$ cat config.mk
export PLATFORM = sky130hd
export DESIGN_NAME = dmem_arbiter_flat
export DESIGN_NICKNAME = d
export VERILOG_FILES = /design/src/rtl/dmem_arbiter_if.sv /design/src/rtl/dmem_arbiter.sv /design/src/flat_wrapper.sv
export SDC_FILE = /design/constraint.sdc
export NUM_CORES = 1
export LEC_CHECK = 0
export BUFFER_PORTS_ARGS = -buffer_cell sky130_fd_sc_hd__buf_2
export CORE_AREA = 2 2 122 124
export CTS_CLUSTER_SIZE = 24
export DETAILED_ROUTE_END_ITERATION = 6
export DIE_AREA = 0 0 124 126
export PLACE_DENSITY = 0.77
export SLEW_MARGIN = 20
export SYNTH_ARGS = -nofsm -noshare
export SYNTH_HDL_FRONTEND = slang
export SYNTH_SLANG_ARGS = --single-unit
export TNS_END_PERCENT = 50
$ cat constraint.sdc
create_clock -name clk -period 5 [get_ports clk]
set_input_delay 0 -clock clk [delete_from_list [all_inputs] [get_ports clk]]
set_output_delay 0 -clock clk [all_outputs]
set_load 0.005 [all_outputs]
$ cat src/rtl/dmem_arbiter_if.sv
// Bus bundle between two load/store requesters, the arbiter and a single data memory port.
// The arbiter connects through the slave modport; the requester/memory side uses master.
interface dmem_arbiter_if #(
  parameter int unsigned addrWidth = 32,
  parameter int unsigned dataWidth = 32
) ();
  logic                 p0_reqValid;
  logic                 p0_reqReady;
  logic [addrWidth-1:0] p0_addr;
  logic [dataWidth-1:0] p0_wdata;
  logic [2:0]           p0_memOp;
  logic                 p0_we;
  logic                 p0_rspValid;
  logic                 p0_rspReady;
  logic [dataWidth-1:0] p0_rdata;
  logic                 p0_rspErr;

  logic                 p1_reqValid;
  logic                 p1_reqReady;
  logic [addrWidth-1:0] p1_addr;
  logic [dataWidth-1:0] p1_wdata;
  logic [2:0]           p1_memOp;
  logic                 p1_we;
  logic                 p1_rspValid;
  logic                 p1_rspReady;
  logic [dataWidth-1:0] p1_rdata;
  logic                 p1_rspErr;

  logic [addrWidth-1:0] mem_addr;
  logic [dataWidth-1:0] mem_din;
  logic [2:0]           mem_memOp;
  logic                 mem_we;
  logic [dataWidth-1:0] mem_dout;

  modport slave (
    input  p0_reqValid, p0_addr, p0_wdata, p0_memOp, p0_we, p0_rspReady,
    output p0_reqReady, p0_rspValid, p0_rdata, p0_rspErr,
    input  p1_reqValid, p1_addr, p1_wdata, p1_memOp, p1_we, p1_rspReady,
    output p1_reqReady, p1_rspValid, p1_rdata, p1_rspErr,
    output mem_addr, mem_din, mem_memOp, mem_we,
    input  mem_dout
  );

  modport master (
    output p0_reqValid, p0_addr, p0_wdata, p0_memOp, p0_we, p0_rspReady,
    input  p0_reqReady, p0_rspValid, p0_rdata, p0_rspErr,
    output p1_reqValid, p1_addr, p1_wdata, p1_memOp, p1_we, p1_rspReady,
    input  p1_reqReady, p1_rspValid, p1_rdata, p1_rspErr,
    input  mem_addr, mem_din, mem_memOp, mem_we,
    output mem_dout
  );
endinterface

$ cat src/rtl/dmem_arbiter.sv
// Two-requester round-robin arbiter in front of a single data memory port.
// One transaction in flight at a time; illegal/misaligned requests are answered
// with an error response without touching memory.
module dmem_arbiter #(
  parameter int unsigned addrWidth = 32,
  parameter int unsigned dataWidth = 32
) (
  input  logic          clk,
  input  logic          rst,
  dmem_arbiter_if.slave bus
);

  typedef enum logic [1:0] {StIdle, StIssue, StWait, StResp} state_e;

  state_e               state_q, state_d;
  logic                 ptr_q, ptr_d;
  logic                 owner_q, owner_d;
  logic [addrWidth-1:0] addr_q, addr_d;
  logic [dataWidth-1:0] wdata_q, wdata_d;
  logic [2:0]           op_q, op_d;
  logic                 we_q, we_d;
  logic [dataWidth-1:0] rdata_q, rdata_d;
  logic                 err_q, err_d;

  logic [1:0]           valid;
  logic                 gnt;
  logic                 take;
  logic [addrWidth-1:0] sel_addr;
  logic [dataWidth-1:0] sel_wdata;
  logic [2:0]           sel_op;
  logic                 sel_we;
  logic                 sel_err;
  logic                 own_rsp_ready;

  function automatic logic is_illegal(input logic [2:0] op, input logic [1:0] lsb);
    logic ill;
    case (op)
      3'd0, 3'd4: ill = 1'b0;
      3'd1, 3'd5: ill = lsb[0];
      3'd2:       ill = (lsb != 2'b00);
      default:    ill = 1'b1;
    endcase
    return ill;
  endfunction

  // Round-robin pick and mux of the winning request fields
  always_comb begin
    valid = {bus.p1_reqValid, bus.p0_reqValid};
    // A lone requester wins regardless of the pointer
    gnt       = (valid == 2'b11) ? ptr_q : valid[1];
    take      = !rst && (state_q == StIdle) && (valid != 2'b00);
    sel_addr  = gnt ? bus.p1_addr  : bus.p0_addr;
    sel_wdata = gnt ? bus.p1_wdata : bus.p0_wdata;
    sel_op    = gnt ? bus.p1_memOp : bus.p0_memOp;
    sel_we    = gnt ? bus.p1_we    : bus.p0_we;
    sel_err   = is_illegal(sel_op, sel_addr[1:0]);
    own_rsp_ready = owner_q ? bus.p1_rspReady : bus.p0_rspReady;
  end

  // FSM state register
  always_ff @(posedge clk or posedge rst) begin
    if (rst) begin
      state_q <= StIdle;
    end else begin
      state_q <= state_d;
    end
  end

  // FSM next-state logic
  always_comb begin
    state_d = state_q;
    unique case (state_q)
      StIdle:  if (take) state_d = sel_err ? StResp : StIssue;
      StIssue: state_d = we_q ? StResp : StWait;
      StWait:  state_d = StResp;
      StResp:  if (own_rsp_ready) state_d = StIdle;
      default: state_d = StIdle;
    endcase
  end

  // Next values for the latched request, pointer and response
  always_comb begin
    ptr_d   = ptr_q;
    owner_d = owner_q;
    addr_d  = addr_q;
    wdata_d = wdata_q;
    op_d    = op_q;
    we_d    = we_q;
    rdata_d = rdata_q;
    err_d   = err_q;
    if (take) begin
      ptr_d   = ~gnt;
      owner_d = gnt;
      addr_d  = sel_addr;
      wdata_d = sel_wdata;
      op_d    = sel_op;
      we_d    = sel_we;
      rdata_d = '0;
      err_d   = sel_err;
    end else if (state_q == StWait) begin
      rdata_d = bus.mem_dout;
    end
  end

  // Datapath registers
  always_ff @(posedge clk or posedge rst) begin
    if (rst) begin
      ptr_q   <= 1'b0;
      owner_q <= 1'b0;
      addr_q  <= '0;
      wdata_q <= '0;
      op_q    <= '0;
      we_q    <= 1'b0;
      rdata_q <= '0;
      err_q   <= 1'b0;
    end else begin
      ptr_q   <= ptr_d;
      owner_q <= owner_d;
      addr_q  <= addr_d;
      wdata_q <= wdata_d;
      op_q    <= op_d;
      we_q    <= we_d;
      rdata_q <= rdata_d;
      err_q   <= err_d;
    end
  end

  // FSM outputs: handshakes, memory strobe and per-requester response
  always_comb begin
    bus.p0_reqReady = take && !gnt;
    bus.p1_reqReady = take && gnt;
    bus.p0_rspValid = (state_q == StResp) && !owner_q;
    bus.p1_rspValid = (state_q == StResp) && owner_q;
    bus.p0_rdata    = bus.p0_rspValid ? rdata_q : '0;
    bus.p1_rdata    = bus.p1_rspValid ? rdata_q : '0;
    bus.p0_rspErr   = bus.p0_rspValid && err_q;
    bus.p1_rspErr   = bus.p1_rspValid && err_q;
    bus.mem_addr    = addr_q;
    bus.mem_din     = wdata_q;
    bus.mem_memOp   = op_q;
    bus.mem_we      = (state_q == StIssue) && we_q;
  end

endmodule

$ cat src/flat_wrapper.sv
// flat-port wrapper written by rule: the top's interface ports become plain ports
module dmem_arbiter_flat 
#(
  parameter int unsigned addrWidth = 32,
  parameter int unsigned dataWidth = 32
)
  (clk, rst, bus_p0_reqValid, bus_p0_addr, bus_p0_wdata, bus_p0_memOp, bus_p0_we, bus_p0_rspReady, bus_p0_reqReady, bus_p0_rspValid, bus_p0_rdata, bus_p0_rspErr, bus_p1_reqValid, bus_p1_addr, bus_p1_wdata, bus_p1_memOp, bus_p1_we, bus_p1_rspReady, bus_p1_reqReady, bus_p1_rspValid, bus_p1_rdata, bus_p1_rspErr, bus_mem_addr, bus_mem_din, bus_mem_memOp, bus_mem_we, bus_mem_dout);
  dmem_arbiter_if #(.addrWidth(addrWidth), .dataWidth(dataWidth)) bus_i ();
  input  logic clk;
  input  logic rst;
  input wire logic [$bits(bus_i.p0_reqValid)-1:0] bus_p0_reqValid;
  input wire logic [$bits(bus_i.p0_addr)-1:0] bus_p0_addr;
  input wire logic [$bits(bus_i.p0_wdata)-1:0] bus_p0_wdata;
  input wire logic [$bits(bus_i.p0_memOp)-1:0] bus_p0_memOp;
  input wire logic [$bits(bus_i.p0_we)-1:0] bus_p0_we;
  input wire logic [$bits(bus_i.p0_rspReady)-1:0] bus_p0_rspReady;
  output wire logic [$bits(bus_i.p0_reqReady)-1:0] bus_p0_reqReady;
  output wire logic [$bits(bus_i.p0_rspValid)-1:0] bus_p0_rspValid;
  output wire logic [$bits(bus_i.p0_rdata)-1:0] bus_p0_rdata;
  output wire logic [$bits(bus_i.p0_rspErr)-1:0] bus_p0_rspErr;
  input wire logic [$bits(bus_i.p1_reqValid)-1:0] bus_p1_reqValid;
  input wire logic [$bits(bus_i.p1_addr)-1:0] bus_p1_addr;
  input wire logic [$bits(bus_i.p1_wdata)-1:0] bus_p1_wdata;
  input wire logic [$bits(bus_i.p1_memOp)-1:0] bus_p1_memOp;
  input wire logic [$bits(bus_i.p1_we)-1:0] bus_p1_we;
  input wire logic [$bits(bus_i.p1_rspReady)-1:0] bus_p1_rspReady;
  output wire logic [$bits(bus_i.p1_reqReady)-1:0] bus_p1_reqReady;
  output wire logic [$bits(bus_i.p1_rspValid)-1:0] bus_p1_rspValid;
  output wire logic [$bits(bus_i.p1_rdata)-1:0] bus_p1_rdata;
  output wire logic [$bits(bus_i.p1_rspErr)-1:0] bus_p1_rspErr;
  output wire logic [$bits(bus_i.mem_addr)-1:0] bus_mem_addr;
  output wire logic [$bits(bus_i.mem_din)-1:0] bus_mem_din;
  output wire logic [$bits(bus_i.mem_memOp)-1:0] bus_mem_memOp;
  output wire logic [$bits(bus_i.mem_we)-1:0] bus_mem_we;
  input wire logic [$bits(bus_i.mem_dout)-1:0] bus_mem_dout;
  assign bus_i.p0_reqValid = bus_p0_reqValid;
  assign bus_i.p0_addr = bus_p0_addr;
  assign bus_i.p0_wdata = bus_p0_wdata;
  assign bus_i.p0_memOp = bus_p0_memOp;
  assign bus_i.p0_we = bus_p0_we;
  assign bus_i.p0_rspReady = bus_p0_rspReady;
  assign bus_p0_reqReady = bus_i.p0_reqReady;
  assign bus_p0_rspValid = bus_i.p0_rspValid;
  assign bus_p0_rdata = bus_i.p0_rdata;
  assign bus_p0_rspErr = bus_i.p0_rspErr;
  assign bus_i.p1_reqValid = bus_p1_reqValid;
  assign bus_i.p1_addr = bus_p1_addr;
  assign bus_i.p1_wdata = bus_p1_wdata;
  assign bus_i.p1_memOp = bus_p1_memOp;
  assign bus_i.p1_we = bus_p1_we;
  assign bus_i.p1_rspReady = bus_p1_rspReady;
  assign bus_p1_reqReady = bus_i.p1_reqReady;
  assign bus_p1_rspValid = bus_i.p1_rspValid;
  assign bus_p1_rdata = bus_i.p1_rdata;
  assign bus_p1_rspErr = bus_i.p1_rspErr;
  assign bus_mem_addr = bus_i.mem_addr;
  assign bus_mem_din = bus_i.mem_din;
  assign bus_mem_memOp = bus_i.mem_memOp;
  assign bus_mem_we = bus_i.mem_we;
  assign bus_i.mem_dout = bus_mem_dout;
  dmem_arbiter #(.addrWidth(addrWidth), .dataWidth(dataWidth)) u_core (.clk(clk), .rst(rst), .bus(bus_i));
endmodule
Yosys cells after proc, flatten, opt, wreduce, memory -nomap -nowiden
Cells that the tools add are included.
Widths: inputs -> output; s select.
{"block": "totals", "reg_bits": 105, "wordCells": 56}
{"block": "classes", "n_eq_ne": 10, "n_mux": 16, "bitwise_logic": 1, "n_reduce_logical": 20}
{"cell": "$mux 32", "n": 6}
{"cell": "$logic_and 1x1->1", "n": 9}
{"cell": "$pmux 2 s4", "n": 1}
{"cell": "$eq 2x2->1 const B", "n": 3}
{"cell": "$eq 3x3->1 const B", "n": 2}
{"cell": "$mux 2", "n": 3}
{"cell": "$reduce_bool 2->1", "n": 3}
{"cell": "$mux 1", "n": 4}
{"cell": "$ne 2x1->1 const B", "n": 2}
{"cell": "$reduce_or 2->1", "n": 2}
{"cell": "$eq 3x1->1 const B", "n": 1}
{"cell": "$eq 3x2->1 const B", "n": 1}
{"cell": "$logic_not 1->1", "n": 3}
{"cell": "$logic_not 3->1", "n": 1}
{"cell": "$mux 3", "n": 1}
{"cell": "$pmux 1 s3", "n": 1}
{"cell": "$eq 2x1->1 const B", "n": 1}
{"cell": "$logic_not 2->1", "n": 1}
{"cell": "$reduce_and 2->1", "n": 1}
{"cell": "$not 1->1", "n": 1}

Longest topological paths before layout
{"block": "depth", "ltp_word": 9, "depth_mapped": 9, "mapped_depth_nobuf": 7}

Worst setup path before layout
Ideal clock, no wire load.
{"block": "synth_timing", "kind": "register -> register", "from": "reg u_core.state_q[0]", "to": "reg u_core.addr_q[10] (netlist: u_core.bus.mem_addr[10])", "arrival_time_ps": 1610, "t_required_ps": 4873, "path_slack_ps": 3263, "path_stages_with_launch": 10, "cell_sequence": "dfrtp_1 > inv_1 > ha_1 > nor2b_1 > o21a_1 > and2_4 > buf_6 > buf_6 > a222oi_1 > inv_1"}
{"block": "synth_via", "elab_chain_len": 3}
{"item": "start: declaration", "line": "dmem_arbiter.sv:15", "source": "state_e state_q, state_d;"}
{"item": "start signal: assignment", "line": "dmem_arbiter.sv:63", "source": "state_q <= StIdle;"}
{"item": "start signal: assignment", "line": "dmem_arbiter.sv:65", "source": "state_q <= state_d;"}
{"item": "$logic_not 2->1", "line": "dmem_arbiter.sv:51", "source": "take = !rst && (state_q == StIdle) && (valid != 2'b00);"}
{"item": "$logic_and 1x1->1 (2 in series)", "line": "dmem_arbiter.sv:51"}
{"item": "end signal: assignment", "line": "dmem_arbiter.sv:119", "source": "addr_q <= addr_d;"}
{"item": "end: declaration", "line": "dmem_arbiter.sv:18", "source": "logic [addrWidth-1:0] addr_q, addr_d;"}
Every way passes these cells.
A chain may end at the register's enable or synchronous reset.

Worst setup path in the final report
{"block": "layout_timing", "from": "reg u_core.state_q[0]", "to": "reg u_core.wdata_q[13] (netlist: u_core.bus.mem_din[13])"}
{"block": "layout_via", "elab_chain_len": 3}
{"item": "$logic_not 2->1", "line": "dmem_arbiter.sv:51"}
{"item": "$logic_and 1x1->1 (2 in series)", "line": "dmem_arbiter.sv:51"}
{"item": "end signal: assignment", "line": "dmem_arbiter.sv:120", "source": "wdata_q <= wdata_d;"}
{"item": "end: declaration", "line": "dmem_arbiter.sv:19", "source": "logic [dataWidth-1:0] wdata_q, wdata_d;"}
Every way passes these cells.

==> flow_metrics.py <==
metrics = {
    "sta": {
        "relSlewSlack": 0.316,
        "period_minus_slack_ns": 3.28,
        "worst_slew_pin_slew_ns": 1.03,
        "final.setup.tns_ns": 0,
        "hold_violations": 0,
        "setup_viol_count_final": 0,
        "period_share": 0.657,
        "fmax_ghz": 0.305,
        "finClkSkew_ns": 0.00726,
        "report.final.slew_viol_count": 0,
        "rsz0062_at_grt": "no",
    },
    "logic_synthesis": {
        "synth-compound-area-share": 0.156,
        "ys_ff_latch": 105,
        "post_synth_xor_area_fraction": 0,
        "synth.area.top_cells": "dfrtp_1, a222oi_1, mux2i_1",
        "ys_warn_count": 0,
        "synth_seq_area_share": 0.527,
        "synthAdderAreaFrac": 0.0125,
        "synth_top_family_by_area": "compound AO/OA/AOI/OAI gates",
        "postSynthCellCount": 463,
        "muxShareOfSynthArea": 0.0662,
        "synth_top_area_frac": 0.527,
        "synth_area_mm2": 0.00499,
        "netlist.top_cell.by_area": "dfrtp_1",
        "synth-simple-area-share": 0.136,
        "synth_nets": 642,
        "syn_avg_cell_area_um2": 10.8,
        "synthDistinctLibCells": 33,
    },
    "grt": {
        "grt_pass1_wl_um": 30600,
        "grtUsageTotal": 0.255,
        "use_met2": 0.454,
        "use_met3": 0.0589,
        "grt_busiest_layer": "met2",
        "grt_pass1_vias": 5980,
        "antenna_found_initial": 2,
        "met1_usage": 0.275,
        "grt_max_degree": 67,
        "grt_overflow": 0,
    },
    "clock_network": {
        "cts_hold_buf": 163,
        "numCtsBuffers": 9,
        "path_clk_slew_ns": 0.07,
        "clock_sinks": 105,
        "clk_path_buf_depth": 2,
        "cts_root_buf": "clkbuf_16",
        "cts_tree": "done",
        "postCtsSetupRepairBufs": 0,
        "insertion_delay_ns": 0.35,
        "cts_max_level": 3,
        "post_cts_resize_count": 0,
    },
    "worst_setup_path": {
        "startpoint_type": "flop",
        "path_cells": "inv_1 -> ha_1 -> nor2b_1 -> o21a_1 -> buf_4 -> and2_4 -> a222oi_1 -> dlygate4sd3_1 -> inv_1",
        "cp.arrival_ns": 3.57,
        "crit_slowest_cell": "and2_4",
        "crit_path_max_fanout": 64,
        "crit_top_cell": "inv_1",
        "critPathTopFamily": "buffers and inverters",
        "critPathRequiredTime_ns": 5.29,
        "crit_buf_inv": 4,
        "end_kind": "flop",
        "critPathKind": "flop to flop",
        "slowest_delay_ns": 0.67,
    },
    "placement": {
        "dp_hpwl_um": 11600,
        "portBuffers": 311,
        "routabilityCongestion": 0.786,
        "place_area_mm2": 0.00658,
    },
    "die": {
        "io_pins": 312,
        "fp-row-count": 44,
        "die_w_um": 124,
        "core_mm2": 0.0143,
        "floorplan.initialDensity": 0.348,
        "dieArea_mm2": 0.0156,
        "die_h_um": 126,
    },
    "finish": {
        "areaGrowthSynthToFinish_pct": 71.8,
        "fin_area_mm2": 0.00857,
        "drive_gt1_frac": 0.368,
        "layout_common_cells": "buf_2, dlygate4sd3_1, dfrtp_1, inv_1, a222oi_1",
        "final_common_cell": "buf_2",
        "fin_nets": 1092,
    },
    "power": {
        "powerDensity_mw_per_mm2": 511,
        "p_leak_nw": 4.74,
        "power.total_mw": 4.38,
        "ir_drop_v": 0.000273,
    },
    "detailed_routing": {
        "drt_first_iter_violations": 625,
        "vias": 5779,
        "drtPass1Iterations": 7,
        "routed_wl_um": 20400,
        "wl_per_cell_um": 18.5,
        "route.detailed.drc": 30,
        "viasPerCell": 5.23,
        "postRouteAntennaNets": 0,
    },
    "run_status": {
        "status": "finished, violations left",
        "violations": "design-rule violations",
    },
    "run": {
        "max-cap-violations": 0,
    },
    "worst_hold_path": {
        "min_path_type": "input pin to flop",
    },
}
## kinds of logic after synthesis
kind of cell,count (synthesis)
multiplexers,33
buffers and inverters,111
adder cells (fa/ha/maj),5
AND/OR/NAND/NOR,122
flip-flops,105
AO/OA/AOI/OAI,87
## synthesized netlist by cell type (all sizes together)
master / n
dfrtp: 105
o21a: 3
nor4b: 1
o22ai: 1
inv: 72
nor2: 40
a21oi: 2
o21ai: 11
ha: 5
and3: 32
and2: 34
nor2b: 3
o211ai: 1
a31oi: 3
a21o: 1
nand3b: 3
a222oi: 63
o2111ai: 2
buf: 18
nand2b: 2
nand4: 2
mux2i: 33
nand2: 5
clkbuf: 21
## per-stage QoR
step | std cells | hold slack (ns) | setup WS (ns) | utilization
after floorplan | 463 | 0.121 | 2.24 | -
after global placement | 923 | 0.167 | 2.47 | 0.460
after detailed placement | 923 | 0.154 | 2.40 | 0.460
after CTS | 1102 | 0.00945 | 1.85 | 0.598
after global routing | 1104 | 0.0631 | 1.53 | 0.599
final | 1104 | 0.0275 | 1.72 | 0.599
## state kept, by name, summed over array words and instances (netlist names)
| signal | cells |
|---|---|
| u_core.bus.mem_addr | 32 |
| u_core.bus.mem_din | 32 |
| u_core.bus.mem_memOp | 3 |
| u_core.err_q | 1 |
| u_core.owner_q | 1 |
| u_core.ptr_q | 1 |
| u_core.rdata_q | 32 |
| u_core.state_q | 2 |
| u_core.we_q | 1 |
## power by group
part,internal [mW],switching [mW],total (mW)
registers,1.23,0.293,1.53
logic,1.12,0.903,2.03
clock network,0.496,0.330,0.826
total,2.85,1.53,4.38
## tightest hold or removal path, cell delays in order
cell and delay (ns):
buf_2 0.09, inv_1 0.06, o21a_1 0.12, o21ai_0 0.06
## cell type report
class,count,area (um^2)
clock inverters,7,124
diodes,2,5.00
well taps,184,230
fillers,1142,5750
multi-input cells,247,1860
flip-flops and latches,105,2630
inverters,72,273
clock buffers,9,225
repair buffers,478,3220
## routing by layer
layer | share of wire | vias up
met2 | 0.51 | 416
met3 | 0.098 | 73
met4 | 0.044 | 0
met5 | 0 | -
li1 | - | 2562
met1 | 0.34 | 2728
## worst paths after layout
| check | startpoint | to | slack (ns) | depth (start not counted) |
|---|---|---|---|---|
| worst max-delay path | u_core.state_q[0]$_DFFE_PP0P_ | u_core.bus.mem_din[13]$_DFFE_PP0P_ | 1.72 | 9 |
| worst min-delay path | bus_p1_addr[1] | u_core.bus.mem_addr[1]$_DFFE_PP0P_ | 0.03 | 4 |
| worst max register to register | u_core.state_q[0]$_DFFE_PP0P_ | u_core.bus.mem_din[13]$_DFFE_PP0P_ | 1.72 | 9 |
| worst min register to register | u_core.err_q$_DFFE_PP0P_ | u_core.err_q$_DFFE_PP0P_ | 0.48 | 2 |
| max in group asynchronous | rst | u_core.rdata_q[23]$_DFFE_PP0P_ | 3.55 | 4 |
| min in group asynchronous | rst | u_core.state_q[0]$_DFFE_PP0P_ | 0.34 | 3 |
Power figures use the tool's default switching activity.
